$ cat src/rtl/tdm_rr_scheduler_if.sv
// tdm_rr_scheduler_if
// Data-path bundle between the per-channel capture stages, the scheduler and
// the single-stream consumer.
//   din        : NUM_CH*WIDTH channel words, channel c at [c*WIDTH +: WIDTH]
//   din_valid  : per-channel write strobe (no ready; full FIFOs drop)
//   dout       : scheduled word
//   dout_ch    : channel tag of dout
//   dout_valid : dout/dout_ch carry a word
//   dout_ready : consumer accepts the word
// Handshake: a word moves on a rising edge where dout_valid and dout_ready
// are both 1; while dout_valid=1 and dout_ready=0 the producer holds dout,
// dout_ch and dout_valid stable; dout_valid never depends combinationally
// on dout_ready.
// Modports: slave = scheduler side, master = upstream/downstream side.
interface tdm_rr_scheduler_if #(
  parameter int NUM_CH = 4,
  parameter int WIDTH  = 8
) ();
  logic [NUM_CH*WIDTH-1:0]   din;
  logic [NUM_CH-1:0]         din_valid;
  logic [WIDTH-1:0]          dout;
  logic [$clog2(NUM_CH)-1:0] dout_ch;
  logic                      dout_valid;
  logic                      dout_ready;

  modport slave (
    input  din, din_valid, dout_ready,
    output dout, dout_ch, dout_valid
  );

  modport master (
    output din, din_valid, dout_ready,
    input  dout, dout_ch, dout_valid
  );
endinterface

$ cat src/rtl/tdm_rr_scheduler.sv
// tdm_rr_scheduler
// N-channel round-robin TDM: each channel is captured into its own FIFO and
// a scheduler serialises the channels onto one tagged valid/ready stream.
// STRICT=0 skips empty channels (work-conserving); STRICT=1 walks a fixed
// slot rotation and emits idle slots for empty channels.
// Optional feature macro: TDM_DROP_CNT_EN adds per-channel saturating drop
// counters on the drop_cnt port (port absent when the macro is undefined).
// Ports:
//   clk       : sole clock
//   rst       : asynchronous active-low reset
//   bus       : tdm_rr_scheduler_if.slave (din/din_valid in, dout stream out)
//   fifo_full : per-channel FIFO full, registered
//   overflow  : sticky per-channel drop flags
//   ovf_clr   : clears overflow (and drop counters); a same-edge drop wins
//   drop_cnt  : per-channel drop counters (TDM_DROP_CNT_EN only)
//   ptr       : scheduler pointer, exposed for observation
module tdm_rr_scheduler #(
  parameter int NUM_CH     = 4,
  parameter int WIDTH      = 8,
  parameter int FIFO_DEPTH = 4,
  parameter int STRICT     = 0,
  parameter int CNT_WIDTH  = 8
) (
  input  logic                        clk,
  input  logic                        rst,
  tdm_rr_scheduler_if.slave           bus,
  output logic [NUM_CH-1:0]           fifo_full,
  output logic [NUM_CH-1:0]           overflow,
  input  logic                        ovf_clr,
`ifdef TDM_DROP_CNT_EN
  output logic [NUM_CH*CNT_WIDTH-1:0] drop_cnt,
`endif
  output logic [$clog2(NUM_CH)-1:0]   ptr
);

  localparam int CW = $clog2(NUM_CH);
  localparam int AW = $clog2(FIFO_DEPTH);
  localparam logic [AW:0]   DEPTH_C = (AW+1)'(FIFO_DEPTH);
  localparam logic [CW-1:0] LAST_CH = CW'(NUM_CH - 1);

  if (NUM_CH < 2 || FIFO_DEPTH < 2 || (FIFO_DEPTH & (FIFO_DEPTH - 1)) != 0 ||
      CNT_WIDTH < 1) begin : g_param_check
    $error("tdm_rr_scheduler: illegal parameter set");
  end

  // Explicit wrap so non-power-of-two NUM_CH goes NUM_CH-1 -> 0.
  function automatic logic [CW-1:0] inc_ch(input logic [CW-1:0] c);
    return (c == LAST_CH) ? '0 : c + CW'(1);
  endfunction

  logic [WIDTH-1:0] mem [NUM_CH][FIFO_DEPTH];
  logic [AW-1:0]    wr_ptr [NUM_CH];
  logic [AW-1:0]    rd_ptr [NUM_CH];
  logic [AW:0]      count [NUM_CH];
  logic [AW:0]      count_next [NUM_CH];

  logic [NUM_CH-1:0] nonempty, push, pop, drop;
  logic              free, found;
  logic [CW-1:0]     sel, cand;
  logic [WIDTH-1:0]  head;

  assign free = !bus.dout_valid || bus.dout_ready;
  assign head = mem[sel][rd_ptr[sel]];

  // Channel selection. Only registered FIFO state is looked at, so a word
  // written this edge cannot be popped until the next one (no bypass).
  always_comb begin
    found = 1'b0;
    sel   = ptr;
    cand  = ptr;
    for (int c = 0; c < NUM_CH; c++) nonempty[c] = (count[c] != '0);
    if (STRICT != 0) begin
      found = nonempty[ptr];
    end else begin
      for (int i = 0; i < NUM_CH; i++) begin
        if (!found && nonempty[cand]) begin
          found = 1'b1;
          sel   = cand;
        end
        cand = inc_ch(cand);
      end
    end
  end

  // A full FIFO still accepts a write when it is popped on the same edge.
  always_comb begin
    pop = '0;
    if (free && found) pop[sel] = 1'b1;
    for (int c = 0; c < NUM_CH; c++) begin
      push[c] = bus.din_valid[c] && ((count[c] != DEPTH_C) || pop[c]);
      drop[c] = bus.din_valid[c] && !push[c];
      case ({push[c], pop[c]})
        2'b10:   count_next[c] = count[c] + (AW+1)'(1);
        2'b01:   count_next[c] = count[c] - (AW+1)'(1);
        default: count_next[c] = count[c];
      endcase
    end
  end

  always_ff @(posedge clk) begin
    for (int c = 0; c < NUM_CH; c++) begin
      if (push[c]) mem[c][wr_ptr[c]] <= bus.din[c*WIDTH +: WIDTH];
    end
  end

  always_ff @(posedge clk or negedge rst) begin
    if (!rst) begin
      for (int c = 0; c < NUM_CH; c++) begin
        wr_ptr[c] <= '0;
        rd_ptr[c] <= '0;
        count[c]  <= '0;
      end
      fifo_full <= '0;
    end else begin
      for (int c = 0; c < NUM_CH; c++) begin
        if (push[c]) wr_ptr[c] <= wr_ptr[c] + AW'(1);
        if (pop[c])  rd_ptr[c] <= rd_ptr[c] + AW'(1);
        count[c]     <= count_next[c];
        fifo_full[c] <= (count_next[c] == DEPTH_C);
      end
    end
  end

  // Output register and pointer. Strict mode advances one slot per free
  // edge and keeps dout on idle slots; work-conserving mode moves the
  // pointer past the served channel and holds it when nothing is pending.
  always_ff @(posedge clk or negedge rst) begin
    if (!rst) begin
      bus.dout       <= '0;
      bus.dout_ch    <= '0;
      bus.dout_valid <= 1'b0;
      ptr            <= '0;
    end else if (free) begin
      if (STRICT != 0) begin
        bus.dout_ch    <= ptr;
        bus.dout_valid <= found;
        if (found) bus.dout <= head;
        ptr <= inc_ch(ptr);
      end else if (found) begin
        bus.dout       <= head;
        bus.dout_ch    <= sel;
        bus.dout_valid <= 1'b1;
        ptr            <= inc_ch(sel);
      end else begin
        bus.dout_valid <= 1'b0;
      end
    end
  end

  // Clear first, then OR in this edge's drops so a simultaneous drop wins.
  always_ff @(posedge clk or negedge rst) begin
    if (!rst) overflow <= '0;
    else      overflow <= (ovf_clr ? '0 : overflow) | drop;
  end

`ifdef TDM_DROP_CNT_EN
  logic [CNT_WIDTH-1:0] cnt_q [NUM_CH];

  always_ff @(posedge clk or negedge rst) begin
    if (!rst) begin
      for (int c = 0; c < NUM_CH; c++) cnt_q[c] <= '0;
    end else begin
      for (int c = 0; c < NUM_CH; c++) begin
        if (drop[c]) begin
          if (ovf_clr)              cnt_q[c] <= CNT_WIDTH'(1);
          else if (cnt_q[c] != '1)  cnt_q[c] <= cnt_q[c] + CNT_WIDTH'(1);
        end else if (ovf_clr) begin
          cnt_q[c] <= '0;
        end
      end
    end
  end

  for (genvar c = 0; c < NUM_CH; c++) begin : g_cnt_out
    assign drop_cnt[c*CNT_WIDTH +: CNT_WIDTH] = cnt_q[c];
  end
`endif

endmodule

$ cat src/flat_wrapper.sv
// flat-port wrapper written by rule: the top's interface ports become plain ports
module tdm_rr_scheduler_flat 
#(
  parameter int NUM_CH     = 4,
  parameter int WIDTH      = 8,
  parameter int FIFO_DEPTH = 4,
  parameter int STRICT     = 0,
  parameter int CNT_WIDTH  = 8
)
  (clk, rst, fifo_full, overflow, ovf_clr, ptr, bus_din, bus_din_valid, bus_dout_ready, bus_dout, bus_dout_ch, bus_dout_valid);
  tdm_rr_scheduler_if #(.NUM_CH(NUM_CH), .WIDTH(WIDTH)) bus_i ();
  input  logic clk;
  input  logic rst;
  output logic [NUM_CH-1:0] fifo_full;
  output logic [NUM_CH-1:0] overflow;
  input  logic ovf_clr;
  output logic [$clog2(NUM_CH)-1:0] ptr;
  input wire logic [$bits(bus_i.din)-1:0] bus_din;
  input wire logic [$bits(bus_i.din_valid)-1:0] bus_din_valid;
  input wire logic [$bits(bus_i.dout_ready)-1:0] bus_dout_ready;
  output wire logic [$bits(bus_i.dout)-1:0] bus_dout;
  output wire logic [$bits(bus_i.dout_ch)-1:0] bus_dout_ch;
  output wire logic [$bits(bus_i.dout_valid)-1:0] bus_dout_valid;
  assign bus_i.din = bus_din;
  assign bus_i.din_valid = bus_din_valid;
  assign bus_i.dout_ready = bus_dout_ready;
  assign bus_dout = bus_i.dout;
  assign bus_dout_ch = bus_i.dout_ch;
  assign bus_dout_valid = bus_i.dout_valid;
  tdm_rr_scheduler #(.NUM_CH(NUM_CH), .WIDTH(WIDTH), .FIFO_DEPTH(FIFO_DEPTH), .STRICT(STRICT), .CNT_WIDTH(CNT_WIDTH)) u_core (.clk(clk), .rst(rst), .bus(bus_i), .fifo_full(fifo_full), .overflow(overflow), .ovf_clr(ovf_clr), .ptr(ptr));
endmodule
$ cat config.mk
export PLATFORM = sky130hd
export DESIGN_NAME = tdm_rr_scheduler_flat
export DESIGN_NICKNAME = d
export VERILOG_FILES = /design/src/rtl/tdm_rr_scheduler_if.sv /design/src/rtl/tdm_rr_scheduler.sv /design/src/flat_wrapper.sv
export SDC_FILE = /design/constraint.sdc
export NUM_CORES = 1
export LEC_CHECK = 0
export CORE_UTILIZATION = 45
export CTS_BUF_LIST = sky130_fd_sc_hd__clkbuf_16
export DETAILED_ROUTE_END_ITERATION = 16
export HOLD_SLACK_MARGIN = 0.03
export SETUP_SLACK_MARGIN = 0.5
export SLEW_MARGIN = 25
export SYNTH_ARGS = -nofsm -noshare
export SYNTH_HDL_FRONTEND = slang
export SYNTH_SLANG_ARGS = --single-unit
$ cat constraint.sdc
create_clock -name clk -period 5.5 [get_ports clk]
set_input_delay 0.55 -clock clk [delete_from_list [all_inputs] [get_ports clk]]
set_output_delay 0.55 -clock clk [all_outputs]
set_load 0.02 [all_outputs]
==> flow_metrics.env <==
export IMPL_fin_cells=764
export IMPL_grt_pass1_vias=4380
export IMPL_ys_seq_area_share_pct=66.1
export IMPL_final_area_sq_um=9180
export IMPL_cts_root_buf="clkbuf_16"
export IMPL_core_area_sq_um=16600
export IMPL_max_freq_ghz=0.222
export IMPL_path_buf_inv=3
export IMPL_cts_tree="done"
export IMPL_drt_total_wl_mm=16.8
export IMPL_syn_nets=529
export IMPL_hold_path_class="in -> async"
export IMPL_crit_arrival_ns=4.84
export IMPL_grt_max_degree=50
export IMPL_cpMostUsedCell="nor2_1"
export IMPL_grt_pass1_wl_mm=25.6
export IMPL_placement_cell_area_sq_um=8510
export IMPL_wl_per_cell_um=21.9
export IMPL_clk_pin_slew_worst_paths_ns=0.06
export IMPL_fin_skew_ns=0.00938
export IMPL_cp_cell_sequence="ha_1 > nor2_1 > mux2i_1 > a21oi_1 > o21a_1 > o22ai_4 > buf_4 > nor2_1 > o21a_1 > inv_1 > ha_1 > inv_1 > fa_1 > xor2_1 > nor2_1 > xor2_1 > nor3b_1"
export IMPL_final_layout_size_suffix_gt1_share_pct=17.3
export IMPL_fillers=1332
export IMPL_dpl_hpwl_mm=10.8
export IMPL_hold_violations=0
export IMPL_synth_compound_area_share_pct=4.92
export IMPL_cellPowerDensity_nw_per_um2=668
export IMPL_cts_max_level=4
export IMPL_final_util_pct=55.2
export IMPL_status="completed"
export IMPL_io_buffers=60
export IMPL_avgSynthCellArea_sq_um=16.6
export IMPL_synthArstFlopShare_pct=27.7
export IMPL_cts_buffers=17
export IMPL_slew_headroom_pct=48.8
export IMPL_nets=597
export IMPL_synthSimpleGateAreaFrac_pct=6.16
export IMPL_num_io_pins=61
export IMPL_synthCells=463
export IMPL_chipHeight_um=133
export IMPL_drt_vias_per_instance=5.51
export IMPL_yosysWarnings=0
export IMPL_clk_latency_ns=0.43
export IMPL_ys_ff_latch=177
export IMPL_cp_slowest_cell="dfrtp_1"
export IMPL_worstMarginPinSlew_ns=0.769
export IMPL_holdWs_ns=0.262
export IMPL_route_vias_total=4207
export IMPL_min_period_ns=4.51
export IMPL_antenna_left=0
export IMPL_ir_drop_mv=0.319
export IMPL_overflow=0
export IMPL_grtUsageTotal_pct=20.5
export IMPL_ff2ff_path_depth=17
export IMPL_dieArea_sq_um=17600
export IMPL_required_ns=5.83
export IMPL_drc=0
export IMPL_slowest_delay_ns=0.52
export IMPL_fp_dieW_um=133
export IMPL_setup_viol=0
export IMPL_synth_xor_area_share_pct=2.74
export IMPL_drt_iter0_markers=288
export IMPL_clkSinkCount=177
export IMPL_power_leakage_nw=3.33
export IMPL_period_share_pct=82.1
export IMPL_synthMuxAreaShare_pct=12.9
export IMPL_synthToLayoutAreaGrowth_pct=19.7
export IMPL_initial_core_util_pct=46.1
export IMPL_critPathTopFamily="simple AND/OR/NAND/NOR gates"
export IMPL_cp_max_fo=36
export IMPL_row_count=47
export IMPL_grt_setup_unrepaired="false"
export IMPL_tns_ns=0
export IMPL_drtPass1Iterations=4
export IMPL_num_antenna_cells=0
export IMPL_synth_area_sq_um=7670
export IMPL_synthAdderAreaFrac_pct=4.63
export IMPL_globalplace_congestion=0.744
export IMPL_clk_path_buf_depth=2
export IMPL_synthFlopType="edfxtp_1"
export IMPL_synth_top_family_by_area="multiplexers"
export IMPL_placed_cells=732
export IMPL_start_kind="register"
export IMPL_synth_distinct_cells=46
export IMPL_critPathCaptureType="register"
export IMPL_drv_cap=0
export IMPL_drv_slew=0
export IMPL_antenna_found_initial=0
export IMPL_crit_cells=17
export IMPL_synth_edf_count=128
export IMPL_path_class="reg -> reg"
export IMPL_hold_buffers=0
-- flip-flops by register name, summed over array words and instances, names as in the netlist --
name,flops
u_core.ptr,2
u_core.fifo_full,4
u_core.bus.dout_ch,2
u_core.overflow,4
u_core.count,12
u_core.wr_ptr,8
u_core.bus.dout,8
u_core.rd_ptr,8
u_core.mem,128
u_core.bus.dout_valid,1
-- synthesized netlist by cell type (all sizes together), types with 9 or more instances --
library cell | number | area, sq um
inv | 31 | 116
nand2 | 17 | 71.3
ha | 22 | 275
nor2 | 20 | 75.1
and2 | 16 | 100
nand3 | 10 | 50.1
dfrtp | 49 | 1230
nor2b | 9 | 56.3
o22ai | 9 | 87.6
xnor2 | 14 | 123
xor2 | 10 | 87.6
mux4 | 36 | 811
mux2 | 12 | 150
edfxtp | 128 | 3840
-- worst register-to-register path: stages, from the launching register on --
cell and delay [ns]:
dfrtp_1 0.52, ha_1 0.31, nor2_1 0.43, mux2i_1 0.25, a21oi_1 0.10, o21a_1 0.22
o22ai_4 0.13, buf_4 0.46, nor2_1 0.23, o21a_1 0.32, inv_1 0.09, ha_1 0.17
inv_1 0.07, fa_1 0.43, xor2_1 0.16, nor2_1 0.11, xor2_1 0.19, nor3b_1 0.24
-- final timing paths --
path,start,end,slack (ns)
worst max register to register,u_core.ptr[0]$_DFFE_PN0N_,u_core.fifo_full[2]$_DFF_PN0_,0.99
min in group clk,u_core.rd_ptr[5]$_DFFE_PN0P_,u_core.rd_ptr[5]$_DFFE_PN0P_,0.48
worst min-delay path,rst,u_core.bus.dout_valid$_DFFE_PN0N_,0.26
worst min register to register,u_core.rd_ptr[5]$_DFFE_PN0P_,u_core.rd_ptr[5]$_DFFE_PN0P_,0.48
worst max-delay path,u_core.ptr[0]$_DFFE_PN0N_,u_core.fifo_full[2]$_DFF_PN0_,0.99
max in group asynchronous,rst,u_core.wr_ptr[7]$_DFFE_PN0P_,4.77
-- per-layer routing --
layer  global-route usage [%]  wire length (um)
met1                     26.8              7440
met2                     34.4              8340
met3                     4.37               645
met4                     6.64               339
met5                        0                 0
-- kinds of logic after synthesis --
group | count (synthesis)
compound gates | 48
xor+xnor | 24
fa+ha+maj | 26
buf+inv | 46
flops | 177
mux | 51
simple gates | 91
-- power by group --
group	switching [W]	internal (W)	total (W)
Sequential	0.000208	0.00184	0.00205
Clock	0.000502	0.000850	0.00135
Combinational	0.00144	0.00129	0.00273
Total	0.00215	0.00399	0.00614
-- cell type report --
class / count / area [sq um] / area share [%]
multi-input cells: 240 / 2420 / 26.4
repair buffers: 64 / 629 / 6.85
flip-flops and latches: 177 / 5070 / 55.2
clock inverters: 15 / 241 / 2.63
well taps: 220 / 275 / 3.00
inverters: 31 / 116 / 1.27
clock buffers: 17 / 425 / 4.63
-- stage by stage --
stage	total power, W	setup slack, ns
global route	0.00647	0.568
floorplan	0.00411	1.35
CTS	0.00617	0.832
detailed placement	0.00480	0.899
finish	0.00614	0.986
global placement	0.00473	1.04
-- repair_timing --
item                                    CTS  global route
gates resized for setup                   0             2
endpoints found under the setup margin    0             1
setup buffers                             0             0
-- cells in the final DEF, fill, tap and decap left out, types with 14 or more instances in the layout --
master	Yosys	layout
and2_1	16	16
clkbuf_16	0	17
clkdlybuf4s50_1	0	59
dfrtp_1	49	49
edfxtp_1	128	128
ha_1	22	22
inv_1	31	33
mux4_2	36	36
nand2_1	16	16
nor2_1	20	20
xnor2_1	14	14
Note: power is estimated with default switching activity, not from simulation.
